===== src/rtl/message_scheduler.sv =====
// SHA-256 message scheduler: supplies W[t] per STN round, expands in a 16-word ring.
// Optional protocol checking enabled by defining SCHED_OVERRUN_CHECK_EN.
module message_scheduler (
    input  logic         clk,
    input  logic         rst_n,
    input  logic         load,
    input  logic [511:0] block_in,
    input  logic         STN,
    output logic [31:0]  Wt_out,
    output logic         busy,
    output logic         done,
    output logic         overrun
);

    localparam logic [2:0] S_IDLE      = 3'd0;
    localparam logic [2:0] S_READY     = 3'd1;
    localparam logic [2:0] S_ADD1      = 3'd2;
    localparam logic [2:0] S_ADD2      = 3'd3;
    localparam logic [2:0] S_ADD3      = 3'd4;
    localparam logic [2:0] S_WAIT_FALL = 3'd5;
    localparam logic [2:0] S_DONE      = 3'd6;

    logic [2:0]  state_q, state_d;
    logic [3:0]  ptr_q, ptr_d;
    logic [6:0]  t_q, t_d;
    logic [31:0] acc_q, acc_d;
    logic        stn_q;
    logic [31:0] w_buf_q [16];

    logic        stn_rise, stn_fall;
    logic        wb_en;
    logic [3:0]  idx1, idx9, idx14;
    logic [31:0] add_a, add_b, sum;

    function automatic logic [31:0] ssig0(input logic [31:0] x);
        return {x[6:0], x[31:7]} ^ {x[17:0], x[31:18]} ^ (x >> 3);
    endfunction

    function automatic logic [31:0] ssig1(input logic [31:0] x);
        return {x[16:0], x[31:17]} ^ {x[18:0], x[31:19]} ^ (x >> 10);
    endfunction

    assign stn_rise = STN & ~stn_q;
    assign stn_fall = ~STN & stn_q;

    assign idx1  = ptr_q + 4'd1;
    assign idx9  = ptr_q + 4'd9;
    assign idx14 = ptr_q + 4'd14;

    assign Wt_out = w_buf_q[ptr_q];
    assign busy   = (state_q != S_IDLE) && (state_q != S_DONE);
    assign done   = (state_q == S_DONE);

    // Operand select for the single shared adder across ADD1..ADD3
    always_comb begin
        add_a = acc_q;
        add_b = '0;
        case (state_q)
            S_ADD1: begin
                add_a = w_buf_q[ptr_q];
                add_b = w_buf_q[idx9];
            end
            S_ADD2:  add_b = ssig0(w_buf_q[idx1]);
            S_ADD3:  add_b = ssig1(w_buf_q[idx14]);
            default: add_b = '0;
        endcase
    end

    assign sum = add_a + add_b;

    // Next-state logic; load overrides any STN activity
    always_comb begin
        state_d = state_q;
        ptr_d   = ptr_q;
        t_d     = t_q;
        acc_d   = acc_q;
        wb_en   = 1'b0;
        if (load) begin
            state_d = S_READY;
            ptr_d   = '0;
            t_d     = '0;
        end else begin
            case (state_q)
                S_READY: begin
                    if (stn_rise)
                        state_d = (t_q < 7'd48) ? S_ADD1 : S_WAIT_FALL;
                end
                S_ADD1: begin
                    acc_d   = sum;
                    state_d = S_ADD2;
                end
                S_ADD2: begin
                    acc_d   = sum;
                    state_d = S_ADD3;
                end
                S_ADD3: begin
                    acc_d   = sum;
                    state_d = S_WAIT_FALL;
                end
                S_WAIT_FALL: begin
                    if (stn_fall) begin
                        wb_en   = (t_q < 7'd48);
                        ptr_d   = ptr_q + 4'd1;
                        t_d     = t_q + 7'd1;
                        state_d = (t_q == 7'd63) ? S_DONE : S_READY;
                    end
                end
                S_DONE:  state_d = S_IDLE;
                default: state_d = S_IDLE;
            endcase
        end
    end

    // State, counters, edge register and word ring
    always_ff @(posedge clk) begin
        if (!rst_n) begin
            state_q <= S_IDLE;
            ptr_q   <= '0;
            t_q     <= '0;
            acc_q   <= '0;
            stn_q   <= 1'b0;
            for (int i = 0; i < 16; i++)
                w_buf_q[i] <= '0;
        end else begin
            state_q <= state_d;
            ptr_q   <= ptr_d;
            t_q     <= t_d;
            acc_q   <= acc_d;
            stn_q   <= STN;
            if (load) begin
                for (int i = 0; i < 16; i++)
                    w_buf_q[i] <= block_in[511-32*i -: 32];
            end else if (wb_en) begin
                w_buf_q[ptr_q] <= acc_q;
            end
        end
    end

`ifdef SCHED_OVERRUN_CHECK_EN
    logic overrun_q;
    logic ovr_set;

    assign ovr_set =
        (stn_rise && (state_q == S_ADD1 || state_q == S_ADD2 ||
                      state_q == S_ADD3 || state_q == S_WAIT_FALL)) ||
        (stn_fall && (state_q == S_READY || state_q == S_ADD1 ||
                      state_q == S_ADD2 || state_q == S_ADD3));

    // Sticky protocol error, cleared by reset or a new block
    always_ff @(posedge clk) begin
        if (!rst_n)
            overrun_q <= 1'b0;
        else if (load)
            overrun_q <= 1'b0;
        else if (ovr_set)
            overrun_q <= 1'b1;
    end

    assign overrun = overrun_q;
`else
    assign overrun = 1'b0;
`endif

endmodule


===== config.mk =====
export PLATFORM = sky130hd
export DESIGN_NAME = message_scheduler
export DESIGN_NICKNAME = d
export VERILOG_FILES = /design/src/rtl/message_scheduler.sv
export SDC_FILE = /design/constraint.sdc
export NUM_CORES = 2
export LEC_CHECK = 0
export CAP_MARGIN = 20
export CELL_PAD_IN_SITES_DETAIL_PLACEMENT = 1
export CELL_PAD_IN_SITES_GLOBAL_PLACEMENT = 2
export CORE_MARGIN = 2
export CORE_UTILIZATION = 38
export DETAILED_ROUTE_END_ITERATION = 8
export PLACE_DENSITY = 0.86
export SLEW_MARGIN = 10
export SYNTH_ARGS = -nofsm -noshare
export SYNTH_HDL_FRONTEND = slang
export SYNTH_SLANG_ARGS = --single-unit

===== constraint.sdc =====
create_clock -name clk -period 7.4 [get_ports clk]
set_clock_uncertainty 0.05 [all_clocks]
set_input_delay 1.48 -clock clk [delete_from_list [all_inputs] [get_ports clk]]
set_output_delay 1.48 -clock clk [all_outputs]
set_load 0.05 [all_outputs]

==> Word-level counts from Yosys, hierarchy flattened <==
Memories as Yosys holds them, arrays and structs flattened. A register that Yosys moved wholly into a read port is not among the register bits.
Index checks and enable logic that the tools add are counted.
{ "totals": {"register_bits": 47, "ramBits": 512, "input_bits": 516, "output_inout_bits": 35, "wordCells": 100, "mem_count": 1} }
{ "op_classes": {"n_addsub": 5, "order_cmp": 1, "eq_ne": 12, "muxes": 40, "bitwise": 26, "reduce_logical": 9} }
{ "memory_table": {"columns": ["memory", "depth", "word_bits", "rd", "rd_ports_with_merged_regs", "wr", "line_no", "source"], "rows": [
  ["w_buf_q", 16, 32, 4, 1, 16, "28", "logic [31:0] w_buf_q [16];"]
]} }
{ "op_table": {"columns": ["cell", "n"], "rows": [
  ["$mux 32", 18],
  ["$pmux 32 s3", 1],
  ["$xor 32x32->32", 2],
  ["$add 32x32->32", 1],
  ["$reduce_or 32->1", 1],
  ["$xor 32x22->32", 1],
  ["$xor 32x29->32", 1],
  ["$or 1x1->1", 16],
  ["$pmux 3 s5", 1],
  ["$mux 1", 13],
  ["$mux 3", 4],
  ["$mux 4", 3],
  ["$eq 3x3->1 const B", 3],
  ["$ne 3x3->1 const B", 3],
  ["$add 4x4->4 const B", 2],
  ["$reduce_and 2->1", 4],
  ["$add 7x1->7 const B", 1],
  ["$eq 7x6->1 const B", 1],
  ["$lt 7x6->1 const B", 1],
  ["$eq 3x2->1 const B", 2],
  ["$add 4x1->4 const B", 1],
  ["$ne 2x2->1 const B", 2],
  ["$not 1->1", 4],
  ["$eq 3x1->1 const B", 1],
  ["other kinds (5)", 6]
]} }

==> Logic depth before layout (Yosys ltp) <==
{ "logic_depth": {"depth_word": 11, "depth_mapped": 26, "depth_no_buf": 20} }

==> Least setup slack after synthesis <==
No wires, ideal clock.
{ "synth_timing": {"path_type": "register to register", "startpoint": "register ptr_q[1]", "endpoint": "register acc_q[31]", "setup_time_ps": 74, "arrival_time_ps": 6373, "setup_slack_ps": 902, "path_stages_with_launch": 25, "n_path_buf": 6, "path_cell_list": "dfxtp_1 -> clkbuf_1 -> clkbuf_1 -> clkbuf_1 -> inv_1 -> ha_1 -> buf_2 -> buf_2 -> clkbuf_1 -> mux4_2 -> mux4_2 -> xnor2_1 -> xnor2_1 -> a22oi_1 -> o21ai_1 -> ha_1 -> nand3_1 -> o2111ai_1 -> a31oi_1 -> o21ai_1 -> o211a_1 -> o32ai_1 -> o21ai_0 -> a211o_1 -> a31oi_1"} }
{ "synth_via": {"elab_chain_cells": 6, "elab_cells_between_ends": 10, "cone_classes": "4 x add/sub; 1 x mux; 4 x bitwise; 1 x memory"} }
{ "synth_lines": {"columns": ["item", "line_no", "source"], "rows": [
  ["start, declared", "24", "logic [3:0] ptr_q, ptr_d;"],
  ["start signal, assigned", "126", "ptr_q <= ptr_d;"],
  ["$add 4x1->4 *", "46", "assign idx1 = ptr_q + 4'd1;"],
  ["named net idx1[1]", "32", "logic [3:0] idx1, idx9, idx14;"],
  ["$mem_v2 16x32 *", null, null],
  ["$xor 32x32->32", "36", "return {x[6:0], x[31:7]} ^ {x[17:0], x[31:18]} ^ (x >> 3);"],
  ["$xor 32x29->32 *", "36", null],
  ["$pmux 32 s3 *", "58", "case (state_q)"],
  ["$add 32x32->32 *", "69", "assign sum = add_a + add_b;"],
  ["end signal, assigned", "120", "acc_q <= '0;"],
  ["end signal, assigned", "128", "acc_q <= acc_d;"],
  ["end, declared", "26", "logic [31:0] acc_q, acc_d;"]
]} }
The timed path passes the listed nets; every way through them passes the cells marked *.
A chain may end at the register's enable or synchronous reset.

==> Worst setup path after layout <==
{ "layout_timing": {"startpoint": "register ptr_q[2]", "endpoint": "register acc_q[31]"} }
{ "layout_via": {"elab_chain_cells": 6, "elab_cells_between_ends": 10, "cone_classes": "4 x add/sub; 1 x mux; 4 x bitwise; 1 x memory"} }
{ "layout_lines": {"columns": ["item", "line_no"], "rows": [
  ["$add 4x4->4 / $add 4x1->4 (equally long branches)", "48, 46"],
  ["$mem_v2 16x32 *", null],
  ["$xor 32x32->32 (on tied branches)", "40, 36"],
  ["$xor 32x22->32 / $xor 32x29->32 (equally long branches)", "40, 36"],
  ["$pmux 32 s3 *", "58"],
  ["$add 32x32->32 *", "69"]
]} }
Every way passes the cells marked *; elsewhere a longest branch is shown, timed or not.

==> impl_metrics.csv <==
group,metric,value,unit
status,status,"complete, no violations",
detailed_routing,drc,0,
timing,timing.final.max_slew_violations,0,
timing,rsz0062_at_grt,"no",
placement,hpwlAfterDp,141000,µm
setup_path,start_kind,"flip-flop",
grt,grt_pass1_vias,32500,
detailed_routing,drt_wl_total,186000,µm
finish,drive_gt1_frac,0.216,
placement,placedInstanceArea,46300,µm²
floorplanning,dieWidth,324,µm
yosys,ys_top_cells_by_area,"edfxtp_1, mux4_2, a22o_1, nand2_1, o21ai_0",
detailed_routing,ant_nets,0,
timing,hold_viol,0,
grt,grt_max_degree,147,
timing,setup_viol,0,
timing,whs,0.441,ns
setup_path,crit_fanout,22,
detailed_routing,drt-initial-drc-count,5368,
finish,utilization,0.476,
finish,layout.cells.non_filler,4872,
placement,place_congestion,1.04,
floorplanning,core_area,102000,µm²
setup_path,critical_path_class,"flip-flop to flip-flop",
finish,final_common_cell,"nand2_1",
finish,syn_to_final_growth,24.3,%
yosys,ys_types,62,
yosys,synthArstFlopShare,0,
yosys,synth_top_cell_by_area,"edfxtp_1",
floorplanning,die-area,105000,µm²
setup_path,cp-end-kind,"flip-flop",
grt,grt_first_pass_wirelength,258000,µm
clock_network,path_clk_slew,0.06,ns
detailed_routing,num_vias,33100,
setup_path,regToRegSetupSlack,1.02,ns
clock_network,clock_path_buffers,3,
setup_path,required,7.93,ns
timing,timing.final.crit_share,0.862,
placement,dp.cells,4742,
setup_path,crit_arrival,6.91,ns
placement,port_buffers,549,
clock_network,clock_sinks,563,
detailed_routing,first_pass_iters,6,
timing,layout_min_cycle_time,6.38,ns
clock_network,htreeDepth,3,
clock_network,cts_root_buf,"clkbuf_16",
timing,tightest_slew,1.19,ns
yosys,syn_inst,3054,
timing,relSlewSlack,0.207,
hold_path,min_path_type,"flip-flop to flip-flop",
power_and_ir_drop,ir_drop,0.000163,V
power_and_ir_drop,p_per_area,184,nW/µm²
yosys,ys_seq_area_frac,0.420,
yosys,synth_edf_count,512,
grt,antenna_found_initial,11,
yosys,synth_ff_type,"edfxtp_1",
timing,final.setup.tns,0,ns
clock_network,postCtsSetupBuffers,0,
finish,fin_nets,4001,
yosys,synth_nets,3610,
finish,mostFrequentLayoutCells,"nand2_1, clkdlybuf4s50_1, edfxtp_1",
finish,finalInstanceArea,48500,µm²
floorplanning,rows,117,
yosys,syn_avg_cell_area,12.8,µm²
power_and_ir_drop,leakage,0.0162,µW
yosys,netlist.area_leader.share,0.394,
yosys,ys_ff_latch,563,
detailed_routing,wl_per_cell,38.2,µm
grt,grt_use_total,0.347,
timing,fmax,157,MHz
detailed_routing,via_per_inst,6.80,
clock_network,cts_hold_buf,0,
floorplanning,start_util,0.383,
flow_run,max-cap-violations,0,
floorplanning,die_h,324,µm
floorplanning,io_pins,551,
clock_network,clock_latency,0.64,ns
yosys,synth_area,39000,µm²
grt,grt.overflow.total,0,
yosys,yosysWarnings,0,
clock_network,cts_tree,"built",
clock_network,post_cts_resized,0,
clock_network,cts_inserted_buffers,68,
## per-layer routing
layer | GRT usage | wire length (µm) | vias to the layer above
met2 | 0.496 | 79700 | 2656
li1 | - | - | 13000
met4 | 0.154 | 9180 | 6
met5 | 0 | 45 | -
met1 | 0.481 | 71700 | 17100
met3 | 0.112 | 25700 | 413
## per-stage QoR
step / setup slack, ns / power, µW
floorplan: 0.902 / 4640
global placement: 1.21 / 5460
detailed placement: 1.13 / 5490
CTS: 1.12 / 8860
global route: 0.677 / 9070
finish: 1.02 / 8920
## worst max-delay path: stages (launching register included)
cell	delay, ns
dfxtp_1	0.66
ha_1	0.27
nand2_1	0.21
xnor2_4	0.84
buf_4	0.41
mux4_2	0.44
xnor2_1	0.17
xnor2_1	0.15
a22oi_1	0.17
o21ai_1	0.13
ha_1	0.39
nand3_1	0.12
o2111ai_1	0.18
a31oi_1	0.41
o21ai_1	0.27
o211a_1	0.34
o32ai_1	0.51
o21ai_0	0.20
a211o_1	0.26
a31oi_1	0.14
## cell families after synthesis
kind of cell | after synthesis | share of synthesized area
AOI/OAI and AO/OA | 721 | 0.130
and+or+nand+nor | 698 | 0.0720
DFF | 563 | 0.420
muxes | 530 | 0.293
buffers and inverters | 351 | 0.0367
xor gates and xnor gates | 150 | 0.0347
adders and majority gates | 40 | 0.0130
other | 1 | 0.0000961
## power breakdown
| part | total [µW] | switching (µW) | leakage, µW | internal [µW] |
|---|---|---|---|---|
| clock network | 3410 | 1460 | 0.00107 | 1950 |
| registers | 4020 | 265 | 0.00589 | 3750 |
| logic | 1490 | 756 | 0.00925 | 736 |
| total | 8920 | 2480 | 0.0162 | 6440 |
## final cells by class
| cell class | count | area [µm²] |
|---|---|---|
| timing repair buffer | 656 | 6580 |
| antenna | 6 | 15.0 |
| clock inverter | 31 | 294 |
| tap | 1368 | 1710 |
| multi-input combinational | 2140 | 21500 |
| fill | 10300 | 53300 |
| inverter | 16 | 60.1 |
| sequential | 563 | 16400 |
| clock buffer | 92 | 1900 |
## path summary, 6_finish.rpt
| kind | from | endpoint | depth (start not counted) |
|---|---|---|---|
| setup / recovery | ptr_q[2] | acc_q[31] | 19 |
| hold / removal | t_q[5] | t_q[5] | 2 |
| setup reg to reg | ptr_q[2] | acc_q[31] | 19 |
| hold reg to reg | t_q[5] | t_q[5] | 2 |
## synth_stat cells (17+ instances only)
| cell type | instances |
|---|---|
| a22o_1 | 320 |
| o21ai_1 | 20 |
| buf_2 | 38 |
| a21oi_1 | 55 |
| buf_1 | 44 |
| edfxtp_1 | 512 |
| o21ai_0 | 231 |
| a22oi_1 | 23 |
| ha_1 | 39 |
| nand2_1 | 555 |
| clkbuf_1 | 238 |
| nand3_1 | 17 |
| dfxtp_1 | 51 |
| nor2_1 | 56 |
| mux4_2 | 488 |
| xnor2_1 | 99 |
| mux2i_1 | 32 |
| xor2_1 | 47 |
## state kept, by name (all words and copies together), names as in the netlist, named ones only
register	flops
acc_q	32
ptr_q	4
state_q	3
stn_q	1
t_q	7
w_buf_q	512
Power figures use the tool's default switching activity.
